**src/rtl/seg7_pkg.sv**
```systemverilog
// Shared seven-segment definitions: active-low patterns {CG..CA} for hex digits and their decode.
// Meant to be reused by the driver-side encoder as well as the capture monitor.
package seg7_pkg;

  typedef logic [6:0] seg_pattern_t;
  typedef logic [3:0] nibble_t;

  localparam seg_pattern_t SEG_0 = 7'h40;
  localparam seg_pattern_t SEG_1 = 7'h79;
  localparam seg_pattern_t SEG_2 = 7'h24;
  localparam seg_pattern_t SEG_3 = 7'h30;
  localparam seg_pattern_t SEG_4 = 7'h19;
  localparam seg_pattern_t SEG_5 = 7'h12;
  localparam seg_pattern_t SEG_6 = 7'h02;
  localparam seg_pattern_t SEG_7 = 7'h78;
  localparam seg_pattern_t SEG_8 = 7'h00;
  localparam seg_pattern_t SEG_9 = 7'h10;
  localparam seg_pattern_t SEG_A = 7'h08;
  localparam seg_pattern_t SEG_B = 7'h03;
  localparam seg_pattern_t SEG_C = 7'h46;
  localparam seg_pattern_t SEG_D = 7'h21;
  localparam seg_pattern_t SEG_E = 7'h06;
  localparam seg_pattern_t SEG_F = 7'h0E;

  // Returns {err, nibble}; unknown patterns decode as nibble 0 with err set.
  function automatic logic [4:0] seg7_decode(input seg_pattern_t p);
    logic [4:0] r;
    r = 5'h10;
    case (p)
      SEG_0: r = 5'h00;
      SEG_1: r = 5'h01;
      SEG_2: r = 5'h02;
      SEG_3: r = 5'h03;
      SEG_4: r = 5'h04;
      SEG_5: r = 5'h05;
      SEG_6: r = 5'h06;
      SEG_7: r = 5'h07;
      SEG_8: r = 5'h08;
      SEG_9: r = 5'h09;
      SEG_A: r = 5'h0A;
      SEG_B: r = 5'h0B;
      SEG_C: r = 5'h0C;
      SEG_D: r = 5'h0D;
      SEG_E: r = 5'h0E;
      SEG_F: r = 5'h0F;
      default: r = 5'h10;
    endcase
    return r;
  endfunction

endpackage

```
**src/rtl/seg7_pattern_decoder.sv**
```systemverilog
// Combinational wrapper turning one active-low segment pattern into a hex nibble plus error flag.
module seg7_pattern_decoder
  import seg7_pkg::*;
(
  input  logic [6:0] pattern,
  output logic [3:0] nibble,
  output logic       err
);

  always_comb begin
    {err, nibble} = seg7_decode(pattern);
  end

endmodule

```
**src/rtl/seg7_scan_capture.sv**
```systemverilog
// Monitors multiplexed seven-segment/anode lines and rebuilds the displayed 4-digit hex value.
// A digit is captured once per stable dwell; four captured digits form a committed frame.
module seg7_scan_capture
  import seg7_pkg::*;
#(
  parameter int SETTLE_CYCLES  = 4,
  parameter int TIMEOUT_CYCLES = 1048576
) (
  input  logic        clk,
  input  logic        reset,
  input  logic        CA,
  input  logic        CB,
  input  logic        CC,
  input  logic        CD,
  input  logic        CE,
  input  logic        CF,
  input  logic        CG,
  input  logic        AN1,
  input  logic        AN2,
  input  logic        AN3,
  input  logic        AN4,
  output logic [15:0] value,
  output logic        frame_valid,
  output logic [3:0]  digit_err,
  output logic        stale
);

  localparam int SW = $clog2(SETTLE_CYCLES + 1);
  localparam int TW = (TIMEOUT_CYCLES > 1) ? $clog2(TIMEOUT_CYCLES) : 1;
  localparam logic [SW-1:0] SETTLE_MAX   = SW'(SETTLE_CYCLES);
  localparam logic [TW-1:0] TIMEOUT_LAST = TW'(TIMEOUT_CYCLES - 1);

  logic [3:0]    s_an_q, s_an_d, p_an_q, p_an_d;
  logic [6:0]    s_seg_q, s_seg_d, p_seg_q, p_seg_d;
  logic [SW-1:0] settle_q, settle_d;
  logic [TW-1:0] timeout_q, timeout_d;
  logic [3:0]    mask_q, mask_d;
  logic [15:0]   shadow_q, shadow_d;
  logic [3:0]    shadow_err_q, shadow_err_d;
  logic [15:0]   value_q, value_d;
  logic [3:0]    err_q, err_d;
  logic          fv_q, fv_d;
  logic          stale_q, stale_d;

  logic [3:0] active_oh;
  logic       one_hot;
  logic       same;
  logic       capture;
  logic [3:0] cap_bit;
  logic [1:0] digit;
  logic [3:0] dec_nibble;
  logic       dec_err;

  assign active_oh = ~s_an_q;
  assign one_hot   = (active_oh != 4'b0000) && ((active_oh & (active_oh - 4'd1)) == 4'b0000);
  assign same      = (s_an_q == p_an_q) && (s_seg_q == p_seg_q);

  seg7_pattern_decoder u_dec (
    .pattern (s_seg_q),
    .nibble  (dec_nibble),
    .err     (dec_err)
  );

  always_comb begin
    digit = 2'd0;
    case (active_oh)
      4'b0010: digit = 2'd1;
      4'b0100: digit = 2'd2;
      4'b1000: digit = 2'd3;
      default: digit = 2'd0;
    endcase
  end

  always_comb begin
    s_an_d       = {AN4, AN3, AN2, AN1};
    s_seg_d      = {CG, CF, CE, CD, CC, CB, CA};
    p_an_d       = s_an_q;
    p_seg_d      = s_seg_q;
    settle_d     = '0;
    capture      = 1'b0;
    shadow_d     = shadow_q;
    shadow_err_d = shadow_err_q;
    timeout_d    = timeout_q;
    stale_d      = stale_q;
    value_d      = value_q;
    err_d        = err_q;
    fv_d         = 1'b0;

    // Capture only on the transition into SETTLE_MAX so a held dwell fires once.
    if (one_hot) begin
      if (!same) begin
        settle_d = SW'(1);
      end else if (settle_q != SETTLE_MAX) begin
        settle_d = settle_q + SW'(1);
      end else begin
        settle_d = settle_q;
      end
      capture = (settle_d == SETTLE_MAX) && !(same && (settle_q == SETTLE_MAX));
    end

    cap_bit = capture ? active_oh : 4'b0000;
    mask_d  = mask_q | cap_bit;

    if (capture) begin
      shadow_d[{digit, 2'b00} +: 4] = dec_nibble;
      shadow_err_d[digit]           = dec_err;
    end

    if (capture) begin
      timeout_d = '0;
      stale_d   = 1'b0;
    end else if (timeout_q == TIMEOUT_LAST) begin
      stale_d = 1'b1;
      mask_d  = 4'b0000;
    end else begin
      timeout_d = timeout_q + TW'(1);
    end

    // A capture on the commit edge starts the next frame.
    if (mask_q == 4'b1111) begin
      value_d = shadow_q;
      err_d   = shadow_err_q;
      fv_d    = 1'b1;
      mask_d  = cap_bit;
    end
  end

  always_ff @(posedge clk or negedge reset) begin
    if (!reset) begin
      s_an_q       <= '0;
      s_seg_q      <= '0;
      p_an_q       <= '0;
      p_seg_q      <= '0;
      settle_q     <= '0;
      timeout_q    <= '0;
      mask_q       <= '0;
      shadow_q     <= '0;
      shadow_err_q <= '0;
      value_q      <= '0;
      err_q        <= '0;
      fv_q         <= 1'b0;
      stale_q      <= 1'b0;
    end else begin
      s_an_q       <= s_an_d;
      s_seg_q      <= s_seg_d;
      p_an_q       <= p_an_d;
      p_seg_q      <= p_seg_d;
      settle_q     <= settle_d;
      timeout_q    <= timeout_d;
      mask_q       <= mask_d;
      shadow_q     <= shadow_d;
      shadow_err_q <= shadow_err_d;
      value_q      <= value_d;
      err_q        <= err_d;
      fv_q         <= fv_d;
      stale_q      <= stale_d;
    end
  end

  assign value       = value_q;
  assign frame_valid = fv_q;
  assign digit_err   = err_q;
  assign stale       = stale_q;

endmodule

```
**config.mk**
```make
export PLATFORM = sky130hd
export DESIGN_NAME = seg7_scan_capture
export DESIGN_NICKNAME = d
export VERILOG_FILES = /design/src/rtl/seg7_pkg.sv /design/src/rtl/seg7_pattern_decoder.sv /design/src/rtl/seg7_scan_capture.sv
export SDC_FILE = /design/constraint.sdc
export NUM_CORES = 1
export LEC_CHECK = 0
export BUFFER_PORTS_ARGS = -buffer_cell sky130_fd_sc_hd__buf_2
export CAP_MARGIN = 30
export CORE_AREA = 2 2 114 72
export DETAILED_ROUTE_END_ITERATION = 8
export DIE_AREA = 0 0 116 74
export PLACE_DENSITY = 0.81
export SLEW_MARGIN = 20
export SYNTH_ARGS = -nofsm -noshare
export SYNTH_HDL_FRONTEND = slang
export SYNTH_SLANG_ARGS = --single-unit
```
**constraint.sdc**
```tcl
create_clock -name clk -period 2.4 [get_ports clk]
set_input_delay 0.24 -clock clk [delete_from_list [all_inputs] [get_ports clk]]
set_output_delay 0.24 -clock clk [all_outputs]
set_load 0.01 [all_outputs]
```
# Yosys cells after proc, flatten, opt, wreduce, memory -nomap -nowiden
# Cells that the tools add are included.
# totals
reg_bits,91
in_bits,13
out_inout_bits,22
wordCells,80
# classes
add_sub_neg,4
magnitude_cmp,2
n_eq_ne,26
shifts,2
n_mux,20
bitwise,3
n_reduce_logical,10
# ops
cell,count
$pmux W5 S16,1
$mux W20,2
$eq A7 B7 Y1 const B,4
$eq A7 B5 Y1 const B,3
$eq A7 B6 Y1 const B,3
$add A20 B1 Y20 const B,1
$eq A20 B20 Y1 const B,1
$bwmux W16,1
$mux W4,4
$shift A4 B6 Y16 const A,1
$shiftx A4 B6 Y16,1
$eq A7 B2 Y1 const B,2
$eq A7 B4 Y1 const B,2
$mux W3,4
$eq A4 B4 Y1 const B,2
$eq A7 B3 Y1 const B,1
$eq A7 B7 Y1,1
$logic_not A7 Y1,1
$eq A3 B3 Y1 const B,2
$neg A4 Y6,1
$pmux W2 S3,1
$logic_and A1 B1 Y1,5
$mux W1,5
$and A4 B4 Y4,1
17 further kinds,17

# Depth between registers and ports, before layout
# depth
depth_word,14
depth_mapped,9
depth_no_buf,7

# Modules after synthesis
# From an unflattened synthesis, not the netlist that was laid out.
# hier_totals
cells_unflattened,428
area_unflattened_um2,4476.8
# modules_own_cells
mod,n_inst,cells_each,area_each_um2,seq_area_each_um2
seg7_scan_capture,1,377,4082.7,2277.2
seg7_pattern_decoder,1,51,394.1,0.0

# Worst setup path before layout
# No wires, ideal clock.
# synth_timing
path_type,reg2reg
from,reg settle_q[0]
to,reg shadow_err_q[0]
setup_ps,125
t_arrival_ps,1919
path_slack_ps,356
stages_incl_launch_ff,8
n_path_buf,1
period_less_slack_ps,2044
cell_sequence,dfrtp_1 inv_1 ha_1 nand2b_1 mux2i_1 and3_4 buf_6 mux2_4
# synth_between
elab_chain_len,7
# synth_lines
item,line,source
start: declaration,seg7_scan_capture.sv:35,"logic [SW-1:0] settle_q, settle_d;"
start signal: assignment,seg7_scan_capture.sv:148,settle_q <= settle_d;
$add A3 B1 Y3 / $ne A3 B3 Y1 (equally long branches),"seg7_scan_capture.sv:94, seg7_scan_capture.sv:93",
$mux W3,seg7_scan_capture.sv:93,end else if (settle_q != SETTLE_MAX) begin
$mux W3,seg7_scan_capture.sv:91,if (!same) begin
$mux W3,seg7_scan_capture.sv:90,if (one_hot) begin
$eq A3 B3 Y1,seg7_scan_capture.sv:98,capture = (settle_d == SETTLE_MAX) && !(same && (settle_q == SETTLE_MAX));
$logic_and A1 B1 Y1 (*),seg7_scan_capture.sv:98,
$mux W1 (*),seg7_scan_capture.sv:90,
end signal: assignment,seg7_scan_capture.sv:152,shadow_err_q <= shadow_err_d;
end: declaration,seg7_scan_capture.sv:39,"logic [3:0] shadow_err_q, shadow_err_d;"
# Mark *: on every way between the ends. The rest lies on a longest branch, timed or not. The select of a mux whose other input is x is not followed.
# A chain may end at the register's enable or synchronous reset.

# Worst setup path after layout
# layout_timing
from,"reg s_seg_q[4], in the netlist p_seg_d[4]"
to,reg shadow_err_q[3]
# layout_between
elab_chain_len,7
# layout_lines
item,line,source
start: declaration,seg7_scan_capture.sv:34,"logic [6:0] s_seg_q, s_seg_d, p_seg_q, p_seg_d;"
start signal: assignment,seg7_scan_capture.sv:145,s_seg_q <= s_seg_d;
$eq A7 B7 Y1,seg7_scan_capture.sv:56,assign same = (s_an_q == p_an_q) && (s_seg_q == p_seg_q);
$logic_and A1 B1 Y1,seg7_scan_capture.sv:56,
$mux W3,seg7_scan_capture.sv:91,
$mux W3,seg7_scan_capture.sv:90,
$eq A3 B3 Y1,seg7_scan_capture.sv:98,
$logic_and A1 B1 Y1,seg7_scan_capture.sv:98,
$mux W1,seg7_scan_capture.sv:90,
# Parallel ways exist; a longest one is shown, timed or not. The select of a mux whose other input is x is not followed.

==> results.py <==
metrics = {
    "pwr": {
        "power_density_mw_per_mm2": 640,
        "p_leak_nw": 2.43,
        "irDropWorstVdd_mv": 0.481,
    },
    "placement": {
        "hpwl_um": 6120,
        "port_buffers": 34,
        "placed_area_mm2": 0.00471,
        "gp_congestion": 0.870,
    },
    "floorplan": {
        "num_rows": 25,
        "core_area_mm2": 0.00757,
        "dieArea_mm2": 0.00858,
        "initial_utilization": 0.583,
        "die_height_um": 74,
        "die-width_um": 116,
        "ios": 35,
    },
    "clock_tree": {
        "clkSinkCount": 91,
        "cts_made_buffers": 9,
        "worstSkewPairLatency_ns": 0.34,
        "root_buffer": "clkbuf_16",
        "htree_levels": 3,
        "clk_pin_slew_ns": 0.06,
        "cts_tree": "done",
        "cts.path.max_buffers": 2,
    },
    "worst_hold_path": {
        "hold_path_class": "in2reg",
    },
    "critical_path": {
        "worstSetupPathType": "reg2reg",
        "path_cells": "xor2_1 > nor4_1 > and4_2 > nand4_4 > mux2_1",
        "cp.arrival_ns": 2.48,
        "end_kind": "register",
        "worst-path-max-fanout": 13,
        "critPathLaunchType": "register",
        "cp_slowest_cell": "dfrtp_1",
        "max_stage_delay_ns": 0.55,
        "rrSetupSlack_ns": 0.14,
        "crit_required_ns": 2.62,
    },
    "final_layout": {
        "nFillCells": 600,
        "num_antenna_cells": 0,
        "ff_latch_area_mm2": 0.00228,
        "final_area_mm2": 0.00513,
        "drive_gt1_frac": 0.188,
        "multi_input_area_mm2": 0.00196,
        "fin_nets": 486,
        "area_growth_pct": 16.3,
    },
    "global_route": {
        "grt_overflow_total": 0,
        "antenna_found_initial": 0,
        "grt_pass1_vias": 3175,
        "gr-usage-all-layers": 0.238,
        "grt_pass1_wl_um": 15600,
        "grt_max_degree": 39,
    },
    "logic_synthesis": {
        "synthAdderAreaFrac": 0.0255,
        "synthMuxAreaShare": 0.0559,
        "yosysMostFrequentCell": "dfrtp_1",
        "yosysSeqAreaShare": 0.516,
        "synth_warnings": 0,
        "synth.largest_area_cell": "dfrtp_1",
        "synth_edf_count": 0,
        "async_flop_share": 1.00,
        "synth_commonest_cells": "dfrtp_1, nand2_1, nor2_1",
        "syn_nets": 439,
        "syn_area_per_cell_um2": 10.6,
        "yosysTopAreaCellShare": 0.516,
        "synth_top_family_by_area": "simple AND/OR/NAND/NOR gates",
        "synth_area_leaders": "dfrtp_1, nand2_1, mux2_1",
        "ys_seq_elements": 91,
        "syn_inst": 417,
        "synthDistinctLibCells": 55,
        "synth-compound-area-share": 0.0839,
        "syn-cell-area_mm2": 0.00441,
        "ys.flop_type": "dfrtp_1",
        "synthXorXnorAreaFrac": 0.0576,
        "synthSimpleGateAreaFrac": 0.222,
    },
    "detailed_routing": {
        "drtIter0Drc": 198,
        "vias_per_cell": 5.62,
        "highest_layer": "met4",
        "drt-total-wl_um": 9140,
        "wl_met2_um": 4030,
        "drtPass1Iterations": 5,
        "wl_per_cell_um": 15.8,
        "ant_nets": 0,
        "wl_met1_um": 4550,
        "via_count": 3240,
        "drc": 0,
        "route.met3.wl_um": 441,
    },
    "timing": {
        "hold_violations": 0,
        "fin_tns_setup_ns": 0,
        "slew_violations": 0,
        "rsz0062_at_grt": "no",
        "relSlewSlack": 0.506,
        "skew_ns": 0.00657,
        "worstMarginPinSlew_ns": 0.736,
        "fin_crit_sh": 0.940,
        "setup_viol": 0,
        "period_needed_ns": 2.26,
        "fmax_mhz": 443,
    },
    "run": {
        "max-cap-violations": 0,
    },
    "run_status": {
        "status": "complete, no violations",
    },
}
## flip-flops by register name (all words and copies together), names as in the netlist
signal	count
digit_err	4
frame_valid	1
mask_q	4
p_an_d	4
p_an_q	4
p_seg_d	7
p_seg_q	7
settle_q	3
shadow_err_q	4
shadow_q	16
stale	1
timeout_q	20
value	16
## logic make-up (layout without fill, tap and decap cells)
group                    after synthesis  in the layout
buffers and inverters                 31             83
AO/OA/AOI/OAI                         51             51
flip-flops                            91             91
XOR/XNOR                              29             29
multiplexers                          21             21
adder cells (fa/ha/maj)                9              9
AND/OR/NAND/NOR                      185            185
## layout make-up
type,count,share of cell area
Sequential cell,91,0.444
Multi-Input combinational cell,295,0.383
Timing Repair Buffer,56,0.0751
Clock buffer,12,0.0500
Tap cell,108,0.0263
Clock inverter,4,0.0141
Inverter,11,0.00804
## where the power goes
group / leakage, nW / internal, mW / switching (mW)
registers: 1.21 / 1.55 / 0.0306
logic: 1.06 / 0.0669 / 0.100
clock network: 0.159 / 0.967 / 0.567
## metal layers
layer,track usage,vias to the layer above
met2,0.347,84
met1,0.343,1572
li1,-,1567
met5,0,-
met4,0.0899,0
met3,0.0685,17
## worst max-delay path, delay by kind of cell (launching register included)
| kind | cells | cell delay (ns) |
|---|---|---|
| XOR/XNOR | 1 | 0.25 |
| AND/OR/NAND/NOR | 3 | 1.00 |
| multiplexers | 1 | 0.35 |
| flip-flops | 1 | 0.55 |
## metrics by stage
stage	util	hold slack, ns	setup slack (ns)	total power, mW	cells
2_1_floorplan	-	-0.0556	0.356	1.69	417
3_3_place_gp	0.622	0.237	0.116	1.76	552
3_5_place_dp	0.622	0.243	0.129	1.77	552
4_1_cts	0.677	0.000851	0.129	3.31	576
5_1_grt	0.678	0.000200	0.0185	3.41	577
6_report	0.678	0.0107	0.145	3.29	577
## repair_timing
item,in CTS,in global routing
endpoints found under the hold margin,43,1
resized for setup,0,1
buffers inserted,0,0
hold buffers,8,1
setup endpoints to repair,0,3
## cell usage in the layout, fill, tap and decap left out, types with 3 or more instances in the layout
| cell | count |
|---|---|
| dfrtp_1 | 91 |
| nand2_1 | 69 |
| buf_2 | 33 |
| nor2_1 | 25 |
| nand3_1 | 16 |
| nor3_1 | 16 |
| xnor2_1 | 15 |
| xor2_1 | 14 |
| mux2_1 | 12 |
| buf_4 | 12 |
| a21oi_1 | 11 |
| nor2_2 | 10 |
| inv_1 | 9 |
| nand4_1 | 9 |
| ha_1 | 9 |
| clkbuf_16 | 9 |
| dlygate4sd3_1 | 9 |
| nor4_1 | 6 |
| and3_1 | 6 |
| o21ai_0 | 6 |
| a2111oi_0 | 5 |
| nand2b_1 | 4 |
| mux2i_1 | 4 |
| and4_1 | 4 |
| a32o_1 | 4 |
| a31o_1 | 4 |
| a211oi_1 | 4 |
| mux2_4 | 4 |
| o22ai_1 | 3 |
## worst paths after layout
| check | startpoint | endpoint | cells after the start |
|---|---|---|---|
| setup / recovery | p_seg_d[4] | shadow_err_q[3] | 5 |
| min in group asynchronous | reset | value[2] | 2 |
| hold / removal | CA | p_seg_d[0] | 1 |
| hold reg to reg | value[5] | value[5] | 2 |
| max in group asynchronous | reset | p_seg_d[4] | 3 |
| setup reg to reg | p_seg_d[4] | shadow_err_q[3] | 5 |
Note: power is estimated with default switching activity, not from simulation.
